===== config.mk =====
export PLATFORM = sky130hd
export DESIGN_NAME = uart_tx_param
export DESIGN_NICKNAME = d
export VERILOG_FILES = /design/src/rtl/uart_tx_param.sv
export SDC_FILE = /design/constraint.sdc
export NUM_CORES = 1
export LEC_CHECK = 0
export CAP_MARGIN = 15
export CORE_UTILIZATION = 56
export DETAILED_ROUTE_END_ITERATION = 6
export GPL_TIMING_DRIVEN = 0
export PLACE_DENSITY = 0.83
export SLEW_MARGIN = 40
export SYNTH_ARGS = -nofsm -noshare
export SYNTH_HDL_FRONTEND = slang
export SYNTH_SLANG_ARGS = --single-unit
export TNS_END_PERCENT = 50

===== constraint.sdc =====
create_clock -name clk -period 3.87 [get_ports clk]
set_input_delay 0.774 -clock clk [delete_from_list [all_inputs] [get_ports clk]]
set_output_delay 0.774 -clock clk [all_outputs]
set_load 0.02 [all_outputs]

===== src/rtl/uart_tx_param.sv =====
// uart_tx_param: register-mapped UART transmitter with programmable baud
// divisor, transmit FIFO, configurable parity / stop length and a maskable
// interrupt. The serial output idles high and drives the pad directly.
module uart_tx_param #(
  parameter int DATA_W     = 8,
  parameter int FIFO_DEPTH = 16,
  parameter int DIV_W      = 16,
  parameter int RESET_DIV  = 26
) (
  input  logic       clk,
  input  logic       reset_n,
  input  logic       wren,
  input  logic       rden,
  input  logic [2:0] addr,
  input  logic [7:0] din,
  output logic [7:0] dout,
  output logic       txout,
  output logic       irq
);

  localparam int AW = $clog2(FIFO_DEPTH);
  localparam int CW = DIV_W + 1;
  localparam logic [AW:0] DEPTH_V = (AW+1)'(FIFO_DEPTH);

  localparam logic [2:0] ST_IDLE   = 3'd0;
  localparam logic [2:0] ST_START  = 3'd1;
  localparam logic [2:0] ST_DATA   = 3'd2;
  localparam logic [2:0] ST_PARITY = 3'd3;
  localparam logic [2:0] ST_STOP   = 3'd4;

  // Programmable registers
  logic [DIV_W-1:0]  div_reg;
  logic [1:0]        parity_cfg_reg;
  logic              stop2_cfg_reg;
  logic              irq_en_reg;
  logic              tx_en_reg;
  logic              done_reg;
  logic              ovf_reg;

  // Transmit FIFO
  logic [DATA_W-1:0] fifo_mem [FIFO_DEPTH];
  logic [AW-1:0]     wr_ptr_reg;
  logic [AW-1:0]     rd_ptr_reg;
  logic [AW:0]       count_reg;

  // Frame engine
  logic [2:0]        state_reg;
  logic [CW-1:0]     baud_cnt_reg;
  logic [2:0]        bit_idx_reg;
  logic [DATA_W-1:0] shift_reg;
  logic              par_en_reg;
  logic              par_bit_reg;
  logic              stop2_reg;

  // Decoded strobes and helpers
  logic              wr_divl;
  logic              wr_txdata;
  logic              wr_divh;
  logic              wr_status;
  logic              wr_config;
  logic              fifo_nonempty;
  logic              fifo_full;
  logic              start_frame;
  logic              push_ok;
  logic              bit_end;
  logic              done_set;
  logic              busy;
  logic [DIV_W-1:0]  d_eff;
  logic [CW-1:0]     bit_load;
  logic [CW-1:0]     stop_load;
  logic [DATA_W-1:0] head_data;
  logic [DATA_W:0]   par_chain;
  logic [8:0]        count_ext;
  logic [7:0]        level;
  logic [15:0]       div_ext;

  assign wr_divl   = wren && (addr == 3'd0);
  assign wr_txdata = wren && (addr == 3'd1);
  assign wr_divh   = wren && (addr == 3'd2);
  assign wr_status = wren && (addr == 3'd3);
  assign wr_config = wren && (addr == 3'd4);

  assign fifo_nonempty = (count_reg != '0);
  assign fifo_full     = (count_reg == DEPTH_V);
  assign bit_end       = (baud_cnt_reg == '0);
  assign busy          = (state_reg != ST_IDLE);

  // A new frame starts from idle, or straight out of the final stop cycle
  // so queued bytes go out back-to-back.
  assign start_frame = tx_en_reg && fifo_nonempty &&
                       ((state_reg == ST_IDLE) || ((state_reg == ST_STOP) && bit_end));

  // A full FIFO still accepts a write when a pop frees a slot that cycle.
  assign push_ok  = wr_txdata && (!fifo_full || start_frame);
  assign done_set = (state_reg == ST_STOP) && bit_end;

  // Divisor 0 behaves as 1; the counter runs from D-1 down to 0.
  assign d_eff     = (div_reg == '0) ? DIV_W'(1) : div_reg;
  assign bit_load  = {1'b0, d_eff} - CW'(1);
  assign stop_load = stop2_reg ? ({d_eff, 1'b0} - CW'(1)) : bit_load;

  assign head_data = fifo_mem[rd_ptr_reg];

  // Parity of the byte about to be popped, built as an XOR chain.
  assign par_chain[0] = 1'b0;
  generate
    for (genvar gi = 0; gi < DATA_W; gi++) begin : g_par
      assign par_chain[gi+1] = par_chain[gi] ^ head_data[gi];
    end
  endgenerate

  // FIFO storage: no reset so it maps onto RAM; read happens on pop.
  always_ff @(posedge clk) begin
    if (push_ok) begin
      fifo_mem[wr_ptr_reg] <= din[DATA_W-1:0];
    end
  end

  // FIFO pointers and occupancy.
  always_ff @(posedge clk or negedge reset_n) begin
    if (!reset_n) begin
      wr_ptr_reg <= '0;
      rd_ptr_reg <= '0;
      count_reg  <= '0;
    end else begin
      if (push_ok) begin
        wr_ptr_reg <= wr_ptr_reg + AW'(1);
      end
      if (start_frame) begin
        rd_ptr_reg <= rd_ptr_reg + AW'(1);
      end
      if (push_ok && !start_frame) begin
        count_reg <= count_reg + (AW+1)'(1);
      end else if (!push_ok && start_frame) begin
        count_reg <= count_reg - (AW+1)'(1);
      end
    end
  end

  // Register writes and sticky status bits (a set beats a same-cycle clear).
  always_ff @(posedge clk or negedge reset_n) begin
    if (!reset_n) begin
      div_reg        <= DIV_W'(RESET_DIV);
      parity_cfg_reg <= 2'b00;
      stop2_cfg_reg  <= 1'b0;
      irq_en_reg     <= 1'b0;
      tx_en_reg      <= 1'b1;
      done_reg       <= 1'b0;
      ovf_reg        <= 1'b0;
    end else begin
      if (wr_divl) begin
        div_reg[7:0] <= din;
      end
      if (wr_divh) begin
        div_reg[DIV_W-1:8] <= din[DIV_W-9:0];
      end
      if (wr_config) begin
        parity_cfg_reg <= din[1:0];
        stop2_cfg_reg  <= din[2];
        irq_en_reg     <= din[3];
        tx_en_reg      <= din[4];
      end
      done_reg <= done_set | (done_reg & ~wr_status);
      ovf_reg  <= (wr_txdata & ~push_ok) | (ovf_reg & ~wr_status);
    end
  end

  // Frame sequencer: start, data LSB first, optional parity, stop.
  always_ff @(posedge clk or negedge reset_n) begin
    if (!reset_n) begin
      state_reg    <= ST_IDLE;
      baud_cnt_reg <= '0;
      bit_idx_reg  <= '0;
      shift_reg    <= '0;
      par_en_reg   <= 1'b0;
      par_bit_reg  <= 1'b0;
      stop2_reg    <= 1'b0;
    end else if (start_frame) begin
      // Frame format is frozen here so later CONFIG writes only affect
      // subsequent frames.
      state_reg    <= ST_START;
      baud_cnt_reg <= bit_load;
      bit_idx_reg  <= '0;
      shift_reg    <= head_data;
      par_en_reg   <= (parity_cfg_reg == 2'b01) || (parity_cfg_reg == 2'b10);
      par_bit_reg  <= par_chain[DATA_W] ^ (parity_cfg_reg == 2'b10);
      stop2_reg    <= stop2_cfg_reg;
    end else begin
      case (state_reg)
        ST_START: begin
          if (bit_end) begin
            state_reg    <= ST_DATA;
            baud_cnt_reg <= bit_load;
          end else begin
            baud_cnt_reg <= baud_cnt_reg - CW'(1);
          end
        end
        ST_DATA: begin
          if (bit_end) begin
            if (bit_idx_reg == 3'(DATA_W-1)) begin
              state_reg    <= par_en_reg ? ST_PARITY : ST_STOP;
              baud_cnt_reg <= par_en_reg ? bit_load : stop_load;
            end else begin
              bit_idx_reg  <= bit_idx_reg + 3'd1;
              shift_reg    <= shift_reg >> 1;
              baud_cnt_reg <= bit_load;
            end
          end else begin
            baud_cnt_reg <= baud_cnt_reg - CW'(1);
          end
        end
        ST_PARITY: begin
          if (bit_end) begin
            state_reg    <= ST_STOP;
            baud_cnt_reg <= stop_load;
          end else begin
            baud_cnt_reg <= baud_cnt_reg - CW'(1);
          end
        end
        ST_STOP: begin
          if (bit_end) begin
            state_reg <= ST_IDLE;
          end else begin
            baud_cnt_reg <= baud_cnt_reg - CW'(1);
          end
        end
        default: begin
          state_reg <= ST_IDLE;
        end
      endcase
    end
  end

  // Line level follows the sequencer state; reset forces idle high at once.
  always_comb begin
    txout = 1'b1;
    case (state_reg)
      ST_START:  txout = 1'b0;
      ST_DATA:   txout = shift_reg[0];
      ST_PARITY: txout = par_bit_reg;
      default:   txout = 1'b1;
    endcase
  end

  assign irq = irq_en_reg & (done_reg | ovf_reg);

  assign count_ext = 9'(count_reg);
  assign level     = count_ext[8] ? 8'hFF : count_ext[7:0];
  assign div_ext   = 16'(div_reg);

  // Read mux; output is zero whenever no read is strobed.
  always_comb begin
    dout = 8'h00;
    if (rden) begin
      case (addr)
        3'd0:    dout = div_ext[7:0];
        3'd2:    dout = div_ext[15:8];
        3'd3:    dout = {3'b000, ovf_reg, busy, ~fifo_nonempty, done_reg, fifo_full};
        3'd4:    dout = {3'b000, tx_en_reg, irq_en_reg, stop2_cfg_reg, parity_cfg_reg};
        3'd5:    dout = level;
        default: dout = 8'h00;
      endcase
    end
  end

endmodule


==> metrics.cfg, run 1 <==
[run_status]
outcome=finished, final reports clean

[grt]
antenna_found_initial=0
grt_overflow=0
grt_max_degree=57
grt_usage=0.291
grt_pass1_vias=6882
grt_pass1_wl_um=38300

[yosys]
yosys_warnings=0
avgSynthCellArea_sq_um=12.3
syn-instance-count=785
synth_edf_count=128
ys_top_cells_by_area=edfxtp_1 40%, dfrtp_1 17%, mux2i_1 5.3%
synth_area_sq_um=9640
synthDistinctLibCells=67
synthArstFlopShare=0.354
synth_top_area_share=0.399
ys.flop_type=edfxtp_1
synthesis.nets=816
ys_ff_latch=198
synth_largest_area_cell=edfxtp_1
yosysSeqAreaShare=0.581

[power_and_ir_drop]
internal-power_mw=4.75
vdd_drop_max_mv=0.417
switching_share=0.366
p_comb_frac=0.365
power.switching_mw=2.74
pwr-share-clk=0.258
leakage_nw=4.05
p_per_area_nw_per_um2=677
pwr-share-seq=0.377
power.total_mw=7.50

[sta]
timing.final.crit_share=0.986
worst_clock_skew_ps=10.6
slew_viol_final=0
setup_viol=0
rsz0062_at_grt=true
maxSlewHeadroom=0.454
hold_viol_final=0
fmaxAchievable_mhz=262
finalCriticalPeriod_ps=3820
final.setup.tns_ps=0
max_slew.worst_pin.slew_ps=816

[floorplanning]
coreArea_sq_um=16700
ios=25
die_area_sq_um=17700
fp-row-count=47
die_h_um=133
die_w_um=133
initial_core_util=0.577

[detailed_routing]
ant_nets=0
drt_iter0_markers=732
drt-total-wl_um=25100
wl_per_cell_um=23.4
drc=0
drt_pass1_iterations=5
avgViaCountPerCell=6.57
vias=7046

[layout]
drive_above_1_share=0.161
final_common_cell=edfxtp_1
final_cells=1073
diodes=0
seq_area_sq_um=5600
multiInputGateArea_sq_um=3950
final_nets=871
largest_reg_flops=128
area_growth_pct=14.9
final_cell_mix=128 x edfxtp_1, 69 x nand2_1, 66 x dfrtp_1, 63 x nor2_1, 51 x mux2i_1
fillCellCount=1178

[place]
dp_cells=1029
dpl.hpwl_um=16500
gp_congestion=0.927
io_buffers=23

[critical_path]
arrival_ps=4130
endpoint_kind=register
startpoint_type=register
worst-setup-path-type=register to register
worstPathMaxFanout=7
worstPathRequired_ps=4190

[clock_network]
cts_sinks=198
holdBufCountCts=0
root_buffer=clkbuf_16
cts_made_buffers=17
cts.clk_slew.worst_paths_ps=80
htree_levels=4
cts_tree=built
insertion_delay_ps=440
clock_path_buffers=2

[run]
cap_violations=0

[min_path]
holdCritPathClass=input port to async pin

[routing by layer]
layer	global-route usage	wire, um	up-vias	share of wire
li1	-	-	3081	-
met1	0.364	9600	3441	0.38
met2	0.489	12400	413	0.50
met3	0.0495	1920	111	0.076
met4	0.150	1160	0	0.046
met5	0	0	-	0
[metrics by stage]
step / cell area, sq um / util / hold slack, ps / setup WS (ps)
2_1_floorplan: 9640 / - / 451 / 18.5
3_3_place_gp: 10100 / 0.607 / 462 / -825
3_5_place_dp: 10200 / 0.611 / 481 / -752
4_1_cts: 10900 / 0.654 / 155 / 20.5
5_1_grt: 11100 / 0.663 / 163 / -47.3
6_report: 11100 / 0.663 / 161 / 54.5
[final cells by class]
cell class,count,area share
Sequential cell,198,0.506
Multi-Input combinational cell,535,0.357
Clock buffer,17,0.0384
Timing Repair Buffer,37,0.0313
Tap cell,220,0.0249
Clock inverter,15,0.0205
Buffer,38,0.0170
Inverter,13,0.00509
[worst paths after layout]
kind	start	endpoint	slack [ps]	cells past startpoint
max in group asynchronous	reset_n	div_ext[4]	3130	2
hold / removal	reset_n	baud_cnt_reg[1]	160	1
hold reg to reg	par_bit_reg	par_bit_reg	490	2
setup reg to reg	baud_cnt_reg[7]	count_reg[4]	50	15
min in group clk	par_bit_reg	par_bit_reg	490	2
setup / recovery	baud_cnt_reg[7]	count_reg[4]	50	15
[cell families after synthesis]
logic type                 after synthesis  share of synthesized area
buffers and inverters                   52                     0.0227
xor gates and xnor gates                38                     0.0360
and+or+nand+nor                        222                      0.108
adders and majority gates               18                     0.0236
muxes                                   88                      0.115
DFF                                    198                      0.581
AOI/OAI and AO/OA                      169                      0.113
[critical path, stage by stage, from the launching register on]
cell	delay [ps]
dfrtp_1	420
or4_4	560
or3_4	340
buf_6	140
or3_4	370
nand2_4	100
a311oi_4	120
nor3_4	260
ha_4	190
inv_4	60
fa_2	370
a21o_1	210
a21oi_2	150
xnor2_1	160
nor2_1	90
xnor2_1	150
[repair_timing]
action	4_1_cts	5_1_grt
resized for setup	10	23
buffers inserted	3	10
pin swaps	3	10
endpoints found under the hold margin	0	0
setup endpoints to repair	135	21
[power groups by stage]
stage	combinational, mW	clock, mW	sequential, mW
2_1_floorplan	1.85	0	2.76
3_3_place_gp	2.41	0	2.82
3_5_place_dp	2.52	0	2.85
4_1_cts	2.60	1.93	2.81
5_1_grt	2.92	2.01	2.85
6_report	2.74	1.93	2.83
[synth_stat cells, drive strengths merged, types with 16 or more instances]
cell and instances:
a21oi 33, clkbuf 26, mux4 16, nor2 67, dfrtp 66, mux2 21, edfxtp 128, mux2i 51
nor3 25, a221oi 17, xnor2 25, nand2 71, o21ai 51
(Power assumes the default switching activity.)
==> inputs of run 2 (changes only) <==
--- a/config.mk
+++ b/config.mk
@@ -5,7 +5,9 @@
 export SDC_FILE = /design/constraint.sdc
 export NUM_CORES = 1
 export LEC_CHECK = 0
+export ABC_CLOCK_PERIOD_IN_PS = 3870
 export CAP_MARGIN = 15
+export CORE_ASPECT_RATIO = 0.6
 export CORE_UTILIZATION = 56
 export DETAILED_ROUTE_END_ITERATION = 6
 export GPL_TIMING_DRIVEN = 0
==> metrics.cfg, run 2 (synthesized netlist as in run 1, its figures left out) <==
[run_status]
outcome=finished, final reports clean

[layout]
final_cell_mix=128 x edfxtp_1, 69 x nand2_1, 66 x dfrtp_1, 55 x nor2_1, 51 x mux2i_1
final_cells=1073
area_growth_pct=14.2
utilization=0.666
fillCellCount=1183
final_common_cell=edfxtp_1
drive_above_1_share=0.161
largest_reg_flops=128
diodes=0
final_nets=863

[critical_path]
worstPathMaxFanout=10
worst-setup-path-type=register to register
startpoint_type=register
arrival_ps=4150
endpoint_kind=register
worstPathRequired_ps=4210
r2r_slack_ps=50

[sta]
timing.final.crit_share=0.986
rsz0062_at_grt=true
setup_viol=0
max_slew.worst_pin.slew_ps=971
maxSlewHeadroom=0.350
fmaxAchievable_mhz=262
slew_viol_final=0
worst_clock_skew_ps=16.2
hold_viol_final=0
finalCriticalPeriod_ps=3820

[detailed_routing]
wl_per_cell_um=23.6
avgViaCountPerCell=6.59
drt-total-wl_um=25400
drt_pass1_iterations=6
drt_iter0_markers=908
vias=7073
drc=0
ant_nets=0

[floorplanning]
die_w_um=171
die_h_um=104
initial_core_util=0.583
fp-row-count=36
ios=25
die_area_sq_um=17800
coreArea_sq_um=16500

[clock_network]
root_buffer=clkbuf_16
insertion_delay_ps=450
clock_path_buffers=2
htree_levels=4
cts_made_buffers=17
cts.clk_slew.worst_paths_ps=80
cts_tree=built
cts_sinks=198

[grt]
grt_max_degree=47
grt_usage=0.299
grt_pass1_vias=6566
antenna_found_initial=0
grt_overflow=0
grt_pass1_wl_um=39100

[min_path]
holdCritPathClass=input port to async pin

[power_and_ir_drop]
power.total_mw=7.24
vdd_drop_max_mv=0.345
leakage_nw=3.98
p_per_area_nw_per_um2=658

[run]
cap_violations=0

[place]
dpl.hpwl_um=17500
gp_congestion=0.976
dp_cells=1038
io_buffers=23

-- run 2: worst paths after layout --
check | start | endpoint | cells past startpoint
setup / recovery | baud_cnt_reg[7] | count_reg[4] | 16
hold / removal | reset_n | count_reg[2] | 1
setup reg to reg | baud_cnt_reg[7] | count_reg[4] | 16
hold reg to reg | par_bit_reg | par_bit_reg | 2
max in group asynchronous | reset_n | div_ext[1] | 2
min in group clk | par_bit_reg | par_bit_reg | 2
-- run 2: cell type report --
class / instances / area, sq um / share of cell area
Buffer: 36 / 170 / 0.0155
Clock buffer: 17 / 425 / 0.0387
Clock inverter: 15 / 183 / 0.0166
Inverter: 13 / 51.3 / 0.00466
Multi-Input combinational cell: 535 / 3980 / 0.361
Sequential cell: 198 / 5600 / 0.509
Tap cell: 228 / 285 / 0.0259
Timing Repair Buffer: 31 / 312 / 0.0283
-- run 2: power by group --
part | switching, mW | internal [mW]
logic | 1.49 | 1.11
registers | 0.319 | 2.54
clock network | 0.904 | 0.876
total | 2.71 | 4.53
-- run 2: timing repair --
action | 4_1_cts | 5_1_grt
endpoints found under the setup margin | 135 | 90
endpoints found under the hold margin | 0 | 0
resized for setup | 9 | 16
setup buffers | 3 | 3
hold buffers | 0 | 0
pin swaps | 2 | 3
-- run 2: routing by layer --
metal | GRT usage | vias up | part of all wire
met5 | 0 | - | 0
met4 | 0.0714 | 0 | 0.013
met3 | 0.0909 | 45 | 0.12
met2 | 0.388 | 452 | 0.41
met1 | 0.481 | 3514 | 0.46
li1 | - | 3062 | -
-- run 2: metrics by stage --
step | worst slack (ps) | TNS, ps | cell area (sq um) | hold WS, ps
finish | 54.7 | 0 | 11000 | 178
global route | -31.5 | -41.4 | 11000 | 189
CTS | -55.5 | -55.5 | 10900 | 183
detailed placement | -655 | -24750 | 10200 | 491
global placement | -836 | -87210 | 10200 | 470
floorplan | 18.5 | 0 | 9640 | 451
-- run 2: worst max-delay path, cell delays in order (launching register included) --
cell     delay (ps)
dfrtp_1         440
or4_4           550
or3_1           310
buf_2           180
or3_1           310
buf_4           180
a21oi_4         220
inv_4           110
buf_6           180
ha_2            190
inv_2            90
ha_1            270
a21o_1          200
a21oi_2         140
xnor2_1         120
nor2_1           60
xnor2_1         130
==> inputs of run 3 (changes only) <==
--- a/config.mk
+++ b/config.mk
@@ -9,6 +9,7 @@
 export CAP_MARGIN = 15
 export CORE_ASPECT_RATIO = 0.6
 export CORE_UTILIZATION = 56
+export CTS_CLUSTER_SIZE = 28
 export DETAILED_ROUTE_END_ITERATION = 6
 export GPL_TIMING_DRIVEN = 0
 export PLACE_DENSITY = 0.83
==> results of run 3 <==
Final layout, timing and power as in run 2 (identical DEF).
